`config.mk`:
```
export PLATFORM = sky130hd
export DESIGN_NAME = switch_operand_reader
export DESIGN_NICKNAME = d
export VERILOG_FILES = /design/src/rtl/reader_pkg.sv /design/src/rtl/debounce_cell.sv /design/src/rtl/switch_operand_reader.sv
export SDC_FILE = /design/constraint.sdc
export NUM_CORES = 1
export LEC_CHECK = 0
export BUFFER_PORTS_ARGS = -buffer_cell sky130_fd_sc_hd__buf_2
export CORE_MARGIN = 4
export CORE_UTILIZATION = 32
export DETAILED_ROUTE_END_ITERATION = 7
export PLACE_DENSITY_LB_ADDON = 0.08
export SETUP_SLACK_MARGIN = 0.02
export SKIP_LAST_GASP = 1
export SLEW_MARGIN = 20
export SYNTH_ARGS = -nofsm -noshare
export SYNTH_HDL_FRONTEND = slang
export SYNTH_SLANG_ARGS = --single-unit
```
`constraint.sdc`:
```
create_clock -name clk -period 2 [get_ports clk]
set_input_delay 0.2 -clock clk [delete_from_list [all_inputs] [get_ports clk]]
set_output_delay 0.2 -clock clk [all_outputs]
set_load 0.02 [all_outputs]
```
`src/rtl/reader_pkg.sv`:
```
// reader_pkg: shared definitions for the switch operand reader.
//   state_t           - FSM states (IDLE, HOLD, WAIT_RELEASE)
//   DEBOUNCE_DEFAULT  - default debounce hold count (1 ms at 27 MHz)
//   DROP_W / DROP_MAX - width and saturation value of the dropped-press counter
package reader_pkg;

    typedef enum logic [1:0] {
        IDLE,
        HOLD,
        WAIT_RELEASE
    } state_t;

    localparam int unsigned DEBOUNCE_DEFAULT = 27000;
    localparam int unsigned DROP_W           = 4;
    localparam logic [DROP_W-1:0] DROP_MAX   = '1;

endpackage

```
`src/rtl/debounce_cell.sv`:
```
// debounce_cell: 2-flop synchronizer followed by a consecutive-cycle debouncer.
// Ports:
//   clk    - system clock
//   rst    - synchronous active-high reset (clears sync flops, stable, counter)
//   raw    - asynchronous input
//   stable - debounced value; follows raw 2+DEBOUNCE_CYCLES cycles after a clean edge
module debounce_cell
    import reader_pkg::*;
#(
    parameter int unsigned DEBOUNCE_CYCLES = DEBOUNCE_DEFAULT
) (
    input  logic clk,
    input  logic rst,
    input  logic raw,
    output logic stable
);

    localparam int unsigned CW = (DEBOUNCE_CYCLES > 1) ? $clog2(DEBOUNCE_CYCLES) : 1;
    localparam logic [CW-1:0] LAST = CW'(DEBOUNCE_CYCLES - 1);

    logic          sync1;
    logic          sync2;
    logic [CW-1:0] cnt;

    always_ff @(posedge clk) begin
        if (rst) begin
            sync1  <= 1'b0;
            sync2  <= 1'b0;
            stable <= 1'b0;
            cnt    <= '0;
        end else begin
            sync1 <= raw;
            sync2 <= sync1;
            // Any cycle where synced agrees with stable restarts the count,
            // so a bounce back to the old level discards progress.
            if (sync2 == stable) begin
                cnt <= '0;
            end else if (cnt == LAST) begin
                stable <= sync2;
                cnt    <= '0;
            end else begin
                cnt <= cnt + CW'(1);
            end
        end
    end

endmodule

```
`src/rtl/switch_operand_reader.sv`:
```
// switch_operand_reader: captures two 2-bit operands from slide switches on a
// debounced load-button press and offers them with a valid/ready handshake.
// Ports:
//   clk     - system clock
//   rst     - synchronous active-high reset
//   sw_raw  - async switches; [1:0] = v1, [3:2] = v2
//   btn_raw - async active-high load button
//   ready   - consumer accepts the pair (transfer when valid & ready)
//   v1, v2  - captured operands
//   valid   - an unconsumed pair is held
//   dropped - saturating count of presses ignored while not IDLE
// Build option: READER_AUTO_LOAD_EN - a change of the stable switch vector in
// IDLE also triggers a capture.
module switch_operand_reader
    import reader_pkg::*;
#(
    parameter int unsigned DEBOUNCE_CYCLES = DEBOUNCE_DEFAULT
) (
    input  logic              clk,
    input  logic              rst,
    input  logic [3:0]        sw_raw,
    input  logic              btn_raw,
    input  logic              ready,
    output logic [1:0]        v1,
    output logic [1:0]        v2,
    output logic              valid,
    output logic [DROP_W-1:0] dropped
);

    logic [4:0] raw_bus;
    logic [4:0] stable_bus;
    logic [3:0] sw_stable;
    logic       btn_stable;
    logic       btn_prev;
    logic       btn_rise;
    logic       load_req;
    logic       capture;
    logic       drop;
    state_t     state;
    state_t     state_next;

    assign raw_bus = {btn_raw, sw_raw};

    for (genvar i = 0; i < 5; i++) begin : g_cell
        debounce_cell #(
            .DEBOUNCE_CYCLES(DEBOUNCE_CYCLES)
        ) u_cell (
            .clk   (clk),
            .rst   (rst),
            .raw   (raw_bus[i]),
            .stable(stable_bus[i])
        );
    end

    assign sw_stable  = stable_bus[3:0];
    assign btn_stable = stable_bus[4];
    assign btn_rise   = btn_stable & ~btn_prev;

`ifdef READER_AUTO_LOAD_EN
    logic [3:0] sw_prev;

    always_ff @(posedge clk) begin
        if (rst) begin
            sw_prev <= '0;
        end else begin
            sw_prev <= sw_stable;
        end
    end

    assign load_req = btn_rise | (sw_stable != sw_prev);
`else
    assign load_req = btn_rise;
`endif

    // State register
    always_ff @(posedge clk) begin
        if (rst) begin
            state <= IDLE;
        end else begin
            state <= state_next;
        end
    end

    // Next-state logic
    always_comb begin
        state_next = state;
        unique case (state)
            IDLE:         if (load_req)    state_next = HOLD;
            HOLD:         if (ready)       state_next = WAIT_RELEASE;
            WAIT_RELEASE: if (!btn_stable) state_next = IDLE;
            default:                       state_next = IDLE;
        endcase
    end

    // Output / control decode
    always_comb begin
        valid   = (state == HOLD);
        capture = (state == IDLE) && load_req;
        // Only button edges count as dropped; switch-triggered loads never do.
        drop    = (state != IDLE) && btn_rise;
    end

    // Datapath: operand capture samples the switch value registered before
    // this edge, so a switch settling on the capture edge is not taken.
    always_ff @(posedge clk) begin
        if (rst) begin
            btn_prev <= 1'b0;
            v1       <= '0;
            v2       <= '0;
            dropped  <= '0;
        end else begin
            btn_prev <= btn_stable;
            if (capture) begin
                v1 <= sw_stable[1:0];
                v2 <= sw_stable[3:2];
            end
            if (drop && (dropped != DROP_MAX)) begin
                dropped <= dropped + DROP_W'(1);
            end
        end
    end

endmodule

```
### After elaboration in Yosys (flattened, before gate mapping)

Cells that the tools add are included.

| operators by class | value |
|---|---|
| mux-type cells | 4 |
| add/subtract/negate cells | 6 |
| equality and inequality tests | 16 |
| bitwise operators | 7 |
| reduce and logical (&&, ||, !) cells | 16 |

Operator list:

| operator | number |
|---|---|
| $add A15 B1 Y15 const B | 5 |
| $eq A15 B15 Y1 const B | 5 |
| $reduce_or A3 Y1 | 5 |
| $reduce_and A2 Y1 | 5 |
| $mux W2 | 3 |
| $ne A2 B2 Y1 const B | 3 |
| $not A1 Y1 | 6 |
| $pmux W2 S3 | 1 |
| $eq A1 B1 Y1 | 5 |
| $add A4 B1 Y4 const B | 1 |
| $ne A4 B4 Y1 const B | 1 |
| $logic_and A1 B1 Y1 | 3 |
| $reduce_and A3 Y1 | 1 |
| $eq A2 B1 Y1 const B | 1 |
| $eq A2 B2 Y1 const B | 1 |
| $logic_not A2 Y1 | 1 |
| $reduce_bool A2 Y1 | 1 |
| $and A1 B1 Y1 | 1 |

| word-level totals | value |
|---|---|
| register bits after elaboration | 101 |

### Longest topological paths before layout

Gate-level depths: netlist of the first run.

| logic depth | value |
|---|---|
| depth in word-level cells | 4 |
| mapped depth | 7 |

### Modules after synthesis

A second synthesis of the first run with hierarchy kept.

| second synthesis, totals | value |
|---|---|
| cells, all modules | 469 |
| area total of the unflattened synthesis | 4371.7 µm² |

By module, submodules not included:

| module | area an instance (µm²) | times used | cells each |
|---|---|---|---|
| debounce_cell | 775.7 | 5 | 84 |
| switch_operand_reader | 493.0 | 1 | 49 |

### Worst setup path after synthesis of the first run

No wires, ideal clock.

| timing | value |
|---|---|
| path type | reg-to-reg |
| start point | reg g_cell[4].u_cell.cnt[0] |
| end point | reg g_cell[4].u_cell.cnt[13] |
| data arrival time | 1424 ps |
| clock period less this slack | 1541 ps |
| buffers on the path | 2 |
| slack | 459 ps |
| cell stages (with the launch flop) | 8 |
| cell sequence | dfxtp_1 ha_1 and4_1 clkbuf_1 nand4_1 nand2_1 buf_2 nor2_1 |

| on the way | value |
|---|---|
| longest elaborated chain between the ends | 2 |
| elaborated cells between the ends (all ways) | 3 |
| those cells by class | add/sub (1); eq/ne (1); reduce/logical (1) |

RTL lines:

| item | RTL line | text |
|---|---|---|
| start, declared | debounce_cell.sv:23 | `logic [CW-1:0] cnt;` |
| start signal, assigned | debounce_cell.sv:42 | `cnt <= cnt + CW'(1);` |
| parallel branches: the longest is 2 deep, another holds $add A15 B1 Y15 | -- |  |

Parallel ways; which one is timed is not known.
A chain may end at the register's enable or synchronous reset.

### Worst setup path in the final report of the first run

| timing | value |
|---|---|
| start point | reg g_cell[2].u_cell.cnt[4] |
| end point | reg g_cell[2].u_cell.cnt[11] |

| on the way | value |
|---|---|
| longest elaborated chain between the ends | 2 |
| elaborated cells between the ends (all ways) | 3 |
| those cells by class | add/sub (1); eq/ne (1); reduce/logical (1) |

RTL lines:

| item | RTL line |
|---|---|
| start, declared | debounce_cell.sv:23 |
| start signal, assigned | debounce_cell.sv:42 |
| parallel branches: the longest is 2 deep, another holds $add A15 B1 Y15 | -- |

Parallel ways; which one is timed is not known.

==> flow_summary.yaml, run 1 <==
die:
  io_pins: 17
  start_util: 0.3322
  die_area_um2: 15280
  coreArea_um2: 12880
  num_rows: 41
  die_h_um: 123.6
  die_x_um: 123.6
yosys:
  synthAdderAreaFrac: 0.01755
  seq_area_frac_synth: 0.4727
  syn_nets: 486
  synth_top_family_by_area: "simple AND/OR/NAND/NOR gates"
  ys_ff_latch: 101
  synth_cells: 472
  ys_types: 41
  yosys-mux-area-fraction: 0.02106
  synth_area_per_cell_um2: 9.063
  synth-edff-count: 0
  synth-compound-area-share: 0.01872
  yosys_warnings: 0
  synth-async-reset-ratio: 0
  yosys.area_share.simple: 0.3036
  synthFlopType: "dfxtp_1"
  synth_xor_area_frac: 0.1454
  syn_area_um2: 4278
critical_path:
  cp-startpoint: "g_cell[2].u_cell.cnt[4]"
  start_kind: "flip-flop"
  worstSetupPathType: "reg -> reg"
  required_ns: 2.22
  crit_arrival_ns: 1.81
  path_max_fanout: 14
  critPathCaptureType: "flip-flop"
  r2r-start: "g_cell[2].u_cell.cnt[4]"
routing:
  viasPerCell: 4.626
  route.vias.total: 3109
  wl_per_cell_um: 11.42
  drc: 0
  postRouteAntennaNets: 0
  routed_wl_um: 7675
  firstDrtPassIters: 4
  first_iter_violations: 163
timing:
  min_period_ns: 1.595
  worst_pin_slew_ns: 0.4675
  fin_ws_ns: 0.4049
  rsz0062_at_grt: "no"
  setup_tns_ns: 0
  fin_crit_sh: 0.7976
  hold_viol_final: 0
  finalSetupViolCount: 0
  max_clock_freq_mhz: 626.9
  relSlewSlack: 0.6876
  clock_skew_ns: 0.004686
  slew_viol_final: 0
final_layout:
  final_design_area_no_fill_um2: 4893
  area_delta_synth_final_pct: 14.39
  drive_gt1_frac: 0.09200
  layout_commonest_cell: "dfxtp_1"
  final_cell_mix: "101 x dfxtp_1, 96 x nor2_1, 46 x xnor2_1"
  nets: 509
  fill_cells: 1352
  antenna_cells: 0
grt:
  grt_pass1_wl_um: 13640
  first_global_vias: 2980
  grt_usage: 0.1130
  antenna_found_initial: 0
  overflow: 0
  grt_max_degree: 28
clock_network:
  cts_tree: "done"
  numCtsBuffers: 9
  cts.sinks: 101
  cts.path.max_buffers: 2
  post_cts_resized: 0
  htreeDepth: 3
  cts_hold_buf: 0
  post_cts_buffers: 0
  cts-root-buf: "clkbuf_16"
  clkLatencyLatePin_ns: 0.35
  path_clk_slew_ns: 0.06
placement:
  postPlaceCellArea_um2: 4581
  pre_cts_slack_ns: 0.3782
  numPortBuffers: 16
  dpl.hpwl_um: 5409
  gp_congestion: 0.7178
min_path:
  hold_class: "in -> reg"
  min-delay-start: "sw_raw[2]"
pwr:
  powerDensity_nw_per_um2: 792.1
  ir_drop_mv: 0.4709
  p_leak_uw: 0.001567
flow_run:
  maxCapViolCount: 0
outcome:
  outcome: "complete, no violations"
report_power, final:
part	total, µW	internal [µW]	leakage (µW)	switching, µW
Combinational	49.7	20.1	0.000599	29.6
Clock	1800	1070	0.000152	727
Sequential	2030	2020	0.000816	6.32
stage by stage:
step                      total power (µW)  std cells  hold slack, ns    util
after floorplan                       2107        472          0.3282       -
after global placement                2127        656          0.4142  0.3557
after detailed placement              2127        656          0.4197  0.3557
after CTS                             3969        672         0.04723  0.3800
after global routing                  4054        672         0.06407  0.3800
final                                 3876        672         0.06365  0.3800
sequential cells by signal, summed over array words and instances (netlist names):
| signal | count |
|---|---|
| state | 2 |
| v2 | 2 |
| g_cell.u_cell.stable | 5 |
| g_cell.u_cell.sync1 | 5 |
| g_cell.u_cell.sync2 | 5 |
| dropped | 4 |
| v1 | 2 |
| g_cell.u_cell.cnt | 75 |
| btn_prev | 1 |
critical path, stage by stage (launching register included):
cell and delay (ns):
dfxtp_1 0.39, and4_1 0.35, nand4b_1 0.22, nand2_1 0.42, nor2_1 0.10
worst paths after layout:
| check | slack (ns) | depth (start not counted) | end |
|---|---|---|---|
| max | 0.40 | 4 | g_cell[2].u_cell.cnt[11] |
| max reg2reg | 0.40 | 4 | g_cell[2].u_cell.cnt[11] |
| min reg2reg | 0.44 | 1 | g_cell[2].u_cell.sync2 |
| min | 0.06 | 2 | g_cell[2].u_cell.sync1 |
cell type report:
| class | instances | area [µm²] | share of cell area |
|---|---|---|---|
| timing repair buffer | 24 | 140.1 | 0.02864 |
| clock buffer | 13 | 270.3 | 0.05523 |
| inverter | 10 | 37.54 | 0.007671 |
| sequential | 101 | 2022 | 0.4132 |
| multi-input combinational | 349 | 2166 | 0.4426 |
| tap | 172 | 215.2 | 0.04398 |
| clock inverter | 3 | 42.54 | 0.008693 |
metal layers:
layer	global-route usage	vias up	routed length, µm
met4	0.03945	0	124
met5	0	-	0
met3	0.04360	10	298
li1	-	1641	-
met2	0.1700	34	3297
met1	0.1480	1424	3954
synthesized netlist by cell type, types with 2 or more instances:
| master | number | area (µm²) |
|---|---|---|
| ha_1 | 6 | 75.07 |
| mux2i_1 | 9 | 90.09 |
| clkbuf_1 | 7 | 26.28 |
| nand2b_1 | 3 | 18.77 |
| nand4_1 | 19 | 118.9 |
| nand3_1 | 26 | 130.1 |
| nor3_1 | 15 | 75.07 |
| dfxtp_1 | 101 | 2022 |
| a21oi_1 | 3 | 15.01 |
| and2_1 | 2 | 12.51 |
| nor4bb_1 | 4 | 40.04 |
| nor3b_1 | 2 | 15.01 |
| nor2b_1 | 15 | 93.84 |
| nor4_1 | 13 | 81.33 |
| and3_1 | 7 | 43.79 |
| nand2_1 | 28 | 105.1 |
| nor2_1 | 96 | 360.4 |
| and4_1 | 9 | 78.83 |
| buf_2 | 3 | 15.01 |
| inv_1 | 10 | 37.54 |
| o21ai_0 | 2 | 10.01 |
| xor2_1 | 25 | 219.0 |
| xnor2_1 | 46 | 402.9 |
| nor4b_1 | 4 | 35.03 |
kinds of logic (layout without fill, tap and decap cells):
family	after synthesis	after routing
AO/OA/AOI/OAI	10	10
multiplexers	9	9
AND/OR/NAND/NOR	253	253
XOR/XNOR	71	71
flip-flops	101	101
adder cells (fa/ha/maj)	6	6
buffers and inverters	22	50
(Power assumes the default switching activity.)
==> inputs of run 2 (changes only) <==
- clock period: 2 -> 1.29 ns (I/O delays scaled with it)
==> run 2 against run 1 <==
The flow now finishes with violations (setup timing); final cell count rose by 16%; flip-flop and latch count did not move; first-iteration DRC count fell by 13%; setup slack got worse by 0.50 ns; register-to-register slack got worse by 0.50 ns; worst hold slack got worse by 0.022 ns; critical path depth rose by 1; final area rose by 32%; combinational power rose to 2.8 times the previous value.
==> flow_summary.yaml, run 2 (synthesis gave the netlist of run 1 again) <==
clock_network:
  path_clk_slew_ns: 0.07
  numCtsBuffers: 9
  htreeDepth: 3
  cts_tree: "done"
  cts.sinks: 101
  clkLatencyLatePin_ns: 0.35
  cts.path.max_buffers: 2
  cts-root-buf: "clkbuf_16"
final_layout:
  area_delta_synth_final_pct: 50.57
  drive_gt1_frac: 0.4514
  nets: 616
  largest_reg_flops: 75
  antenna_cells: 0
  largest-register: "g_cell.u_cell.cnt"
  final_design_area_no_fill_um2: 6441
  layout_commonest_cell: "buf_4"
  final_cell_mix: "100 x buf_4, 64 x nor2_1, 62 x dfxtp_1"
  utilization: 0.5002
routing:
  routed_wl_um: 9315
  wl_per_cell_um: 11.96
  postRouteAntennaNets: 0
  viasPerCell: 4.530
  wl_met1_um: 4569
  firstDrtPassIters: 4
  route.vias.total: 3529
  drc: 0
  wl_met2_um: 4346
  top_layer: "met4"
  route.met3.wl_um: 277
  first_iter_violations: 142
grt:
  grt_max_degree: 21
  grt_usage: 0.1293
  antenna_found_initial: 0
  overflow: 0
  first_global_vias: 3430
  grt_pass1_wl_um: 15780
timing:
  finalSetupViolCount: 49
  worst_pin_slew_ns: 0.4795
  fin_crit_sh: 1.077
  min_period_ns: 1.389
  hold_viol_final: 0
  relSlewSlack: 0.6791
  max_clock_freq_mhz: 720.1
  clock_skew_ns: 0.006171
  setup_tns_ns: -3.065
  rsz0062_at_grt: "yes"
  slew_viol_final: 0
  fin_ws_ns: -0.09877
die:
  num_rows: 41
  die_x_um: 123.6
  start_util: 0.3322
  io_pins: 17
  die_area_um2: 15280
  coreArea_um2: 12880
  die_h_um: 123.6
critical_path:
  critPathSlowestCell: "dfxtp_4"
  critPathCaptureType: "flip-flop"
  path_cells: "nor4bb_4 > nand4_1 > nand2_2 > clkbuf_16 > nor2_2"
  critPathTopFamily: "simple AND/OR/NAND/NOR gates"
  start_kind: "flip-flop"
  path_max_fanout: 7
  ff2ff_path_depth: 5
  path_depth: 5
  worstSetupPathType: "reg -> reg"
  critPathBufInv: 1
  crit_arrival_ns: 1.63
  crit_path_max_incr_delay_ns: 0.36
  required_ns: 1.53
placement:
  dpl.hpwl_um: 6351
  pre_cts_slack_ns: -0.1496
  postPlaceCellArea_um2: 5480
  numPortBuffers: 16
  gp_congestion: 0.7935
flow_run:
  maxCapViolCount: 0
pwr:
  powerDensity_nw_per_um2: 939.3
  p_leak_uw: 0.002208
  ir_drop_mv: 0.7691
min_path:
  holdPathStages: 3
  hold_class: "in -> reg"
outcome:
  violations: "setup timing"
  outcome: "finished with violations"
## run 2: cell types whose count changed in the layout (fill, tap and decap cells not counted), moves of 12 or more
cell and change:
buf_4 +92, dfxtp_1 -39, dfxtp_2 +31, nor2_1 -32, nor2_2 +15, nor2_4 +17, nor4_1 -12
## run 2: final cells by class
cell class,instances,area (µm²)
Clock inverter,5,58.81
Multi-Input combinational cell,349,2723
Sequential cell,101,2091
Tap cell,172,215.2
Fill cell,1216,6435
Timing Repair Buffer,131,1064
Clock buffer,11,252.7
Inverter,10,37.54
## run 2: what timing repair did
item,4_1_cts,5_1_grt
cloned,0,2
setup buffers,2,7
resized for setup,40,87
hold endpoints to repair,4,0
endpoints found under the setup margin,82,88
pin swaps,32,44
hold buffers,4,0
## run 2: worst paths after layout
check	start	to	slack (ns)
setup reg to reg	g_cell[1].u_cell.cnt[7]	g_cell[1].u_cell.cnt[7]	-0.1
hold reg to reg	g_cell[4].u_cell.sync1	g_cell[4].u_cell.sync2	0.44
setup / recovery	g_cell[1].u_cell.cnt[7]	g_cell[1].u_cell.cnt[7]	-0.1
hold / removal	ready	state[1]	0.04
## run 2: per-stage QoR
stage	hold WS [ns]	std cells	total power, µW
final	0.04143	779	6050
after global routing	0.03568	779	6308
after CTS	0.02788	770	6157
after detailed placement	0.3436	748	3314
after global placement	0.3409	748	3312
after floorplan	0.2572	472	3267
## run 2: tightest hold or removal path, stage by stage
cell and delay (ns):
buf_2 0.11, nand2_1 0.05, a21oi_1 0.05
## run 2: report_power, final
group,internal (µW),switching [µW]
registers,3120,9.93
clock network,1610,1170
logic,68.6,69.1
## run 2: layer usage
layer | vias up | track usage
met2 | 31 | 0.2018
met4 | 0 | 0.03945
met5 | - | 0
met1 | 1624 | 0.1710
met3 | 11 | 0.04087
li1 | 1863 | -
==> inputs of run 3 (changes only) <==
- SKIP_CTS_REPAIR_TIMING: unset -> 1
==> run 3 against run 2 <==
The flow finishes with violations (hold timing, setup timing); wire length up 0.71%; core utilization down 0.11 points; worst hold slack worse by 0.052 ns; final area down 0.21%; via count up 0.28%; count of clock-buffer cells in the layout unchanged; maximum frequency down 3.0%; setup slack worse by 0.043 ns; combinational power about the same; critical path depth up 1; sequential power about the same; clock power about the same.
==> flow_summary.yaml, run 3 (synthesis gave the netlist of run 1 again) <==
clock_network:
  numCtsBuffers: 9
  clkLatencyLatePin_ns: 0.34
  path_clk_slew_ns: 0.07
  cts.path.max_buffers: 2
  cts-root-buf: "clkbuf_16"
  cts_tree: "done"
  cts.sinks: 101
  htreeDepth: 3
critical_path:
  worstSetupPathType: "reg -> reg"
  path_cells: "ha_4 > and3_4 > nand4_1 > nand2_2 > clkbuf_16 > nor2_2"
  critPathBufInv: 1
  required_ns: 1.53
  critPathTopFamily: "simple AND/OR/NAND/NOR gates"
  crit_path_max_incr_delay_ns: 0.36
  start_kind: "flip-flop"
  critPathSlowestCell: "dfxtp_2"
  path_max_fanout: 7
  crit_arrival_ns: 1.67
  critPathCaptureType: "flip-flop"
die:
  die_area_um2: 15280
  num_rows: 41
  start_util: 0.3322
  die_x_um: 123.6
  io_pins: 17
  coreArea_um2: 12880
  die_h_um: 123.6
routing:
  routed_wl_um: 9381
  firstDrtPassIters: 4
  viasPerCell: 4.572
  first_iter_violations: 151
  postRouteAntennaNets: 0
  route.vias.total: 3539
  drc: 0
  wl_per_cell_um: 12.12
grt:
  first_global_vias: 3380
  antenna_found_initial: 0
  grt_pass1_wl_um: 15510
  grt_max_degree: 21
  grt_usage: 0.1275
  overflow: 0
pwr:
  powerDensity_nw_per_um2: 941.5
  p_leak_uw: 0.002208
  ir_drop_mv: 0.7582
final_layout:
  fill_cells: 1220
  nets: 611
  area_delta_synth_final_pct: 50.25
  largest_reg_flops: 75
  layout_commonest_cell: "buf_4"
  largest-register: "g_cell.u_cell.cnt"
  final_cell_mix: "99 x buf_4, 62 x nor2_1, 60 x dfxtp_1"
  drive_gt1_frac: 0.4601
  antenna_cells: 0
timing:
  worst_pin_slew_ns: 0.4786
  fin_ws_ns: -0.1421
  finalSetupViolCount: 50
  max_clock_freq_mhz: 698.3
  holdWs_ns: -0.01099
  slew_viol_final: 0
  rsz0062_at_grt: "yes"
  min_period_ns: 1.432
  fin_crit_sh: 1.110
  hold_viol_final: 1
  clock_skew_ns: 0.005536
  relSlewSlack: 0.6798
min_path:
  hold_class: "in -> reg"
outcome:
  outcome: "finished with violations"
  violations: "hold timing, setup timing"
placement:
  numPortBuffers: 16
  dpl.hpwl_um: 6351
  gp_congestion: 0.7935
  pre_cts_slack_ns: -0.1496
flow_run:
  maxCapViolCount: 0
==> run 3: changes by cell type in the layout (fill, tap and decap cells not counted), sizes merged <==
cell         before  now
buf             125  122
dlygate4sd3       4    2
==> run 3: cell type report <==
cell class                      count  area (µm²)  area share
Multi-Input combinational cell    349        2764      0.4300
Inverter                           10       37.54    0.005840
Timing Repair Buffer              126        1013      0.1577
Tap cell                          172       215.2     0.03348
Sequential cell                   101        2086      0.3245
Clock buffer                       11       252.7     0.03932
Clock inverter                      5       58.81    0.009149
==> run 3: power breakdown <==
part           switching [µW]  total, µW  internal, µW
Sequential               10.4       3140          3130
Clock                    1170       2780          1610
Combinational            69.5        135          65.0
==> run 3: worst register-to-register path, cell delays in order, from the launching register on <==
cell and delay, ns:
dfxtp_2 0.36, ha_4 0.16, and3_4 0.17, nand4_1 0.20, nand2_2 0.20, clkbuf_16 0.19, nor2_2 0.04
==> run 3: worst paths after layout <==
kind,startpoint,to,slack [ns],cells past startpoint
worst max-delay path,g_cell[1].u_cell.cnt[0],g_cell[1].u_cell.cnt[7],-0.14,6
worst min register to register,g_cell[4].u_cell.sync1,g_cell[4].u_cell.sync2,0.44,1
worst max register to register,g_cell[1].u_cell.cnt[0],g_cell[1].u_cell.cnt[7],-0.14,6
worst min-delay path,sw_raw[3],g_cell[3].u_cell.sync1,-0.01,2
==> run 3: layer usage <==
| metal | share of wire | vias up | GRT usage |
|---|---|---|---|
| li1 | - | 1856 | - |
| met1 | 0.49 | 1641 | 0.1679 |
| met2 | 0.46 | 31 | 0.1991 |
| met3 | 0.029 | 11 | 0.04087 |
| met4 | 0.014 | 0 | 0.03945 |
| met5 | 0 | - | 0 |
==> run 3: metrics by stage <==
step | total power (µW) | utilization | std cells | area (µm²) | TNS (ns)
CTS | 6148 | 0.4498 | 764 | 5792 | -6.093
global placement | 3312 | 0.4256 | 748 | 5480 | -3.059
global route | 6311 | 0.4992 | 774 | 6427 | -10.19
floorplan | 3267 | - | 472 | 4474 | -1.447
detailed placement | 3314 | 0.4256 | 748 | 5480 | -4.830
finish | 6052 | 0.4992 | 774 | 6427 | -4.812
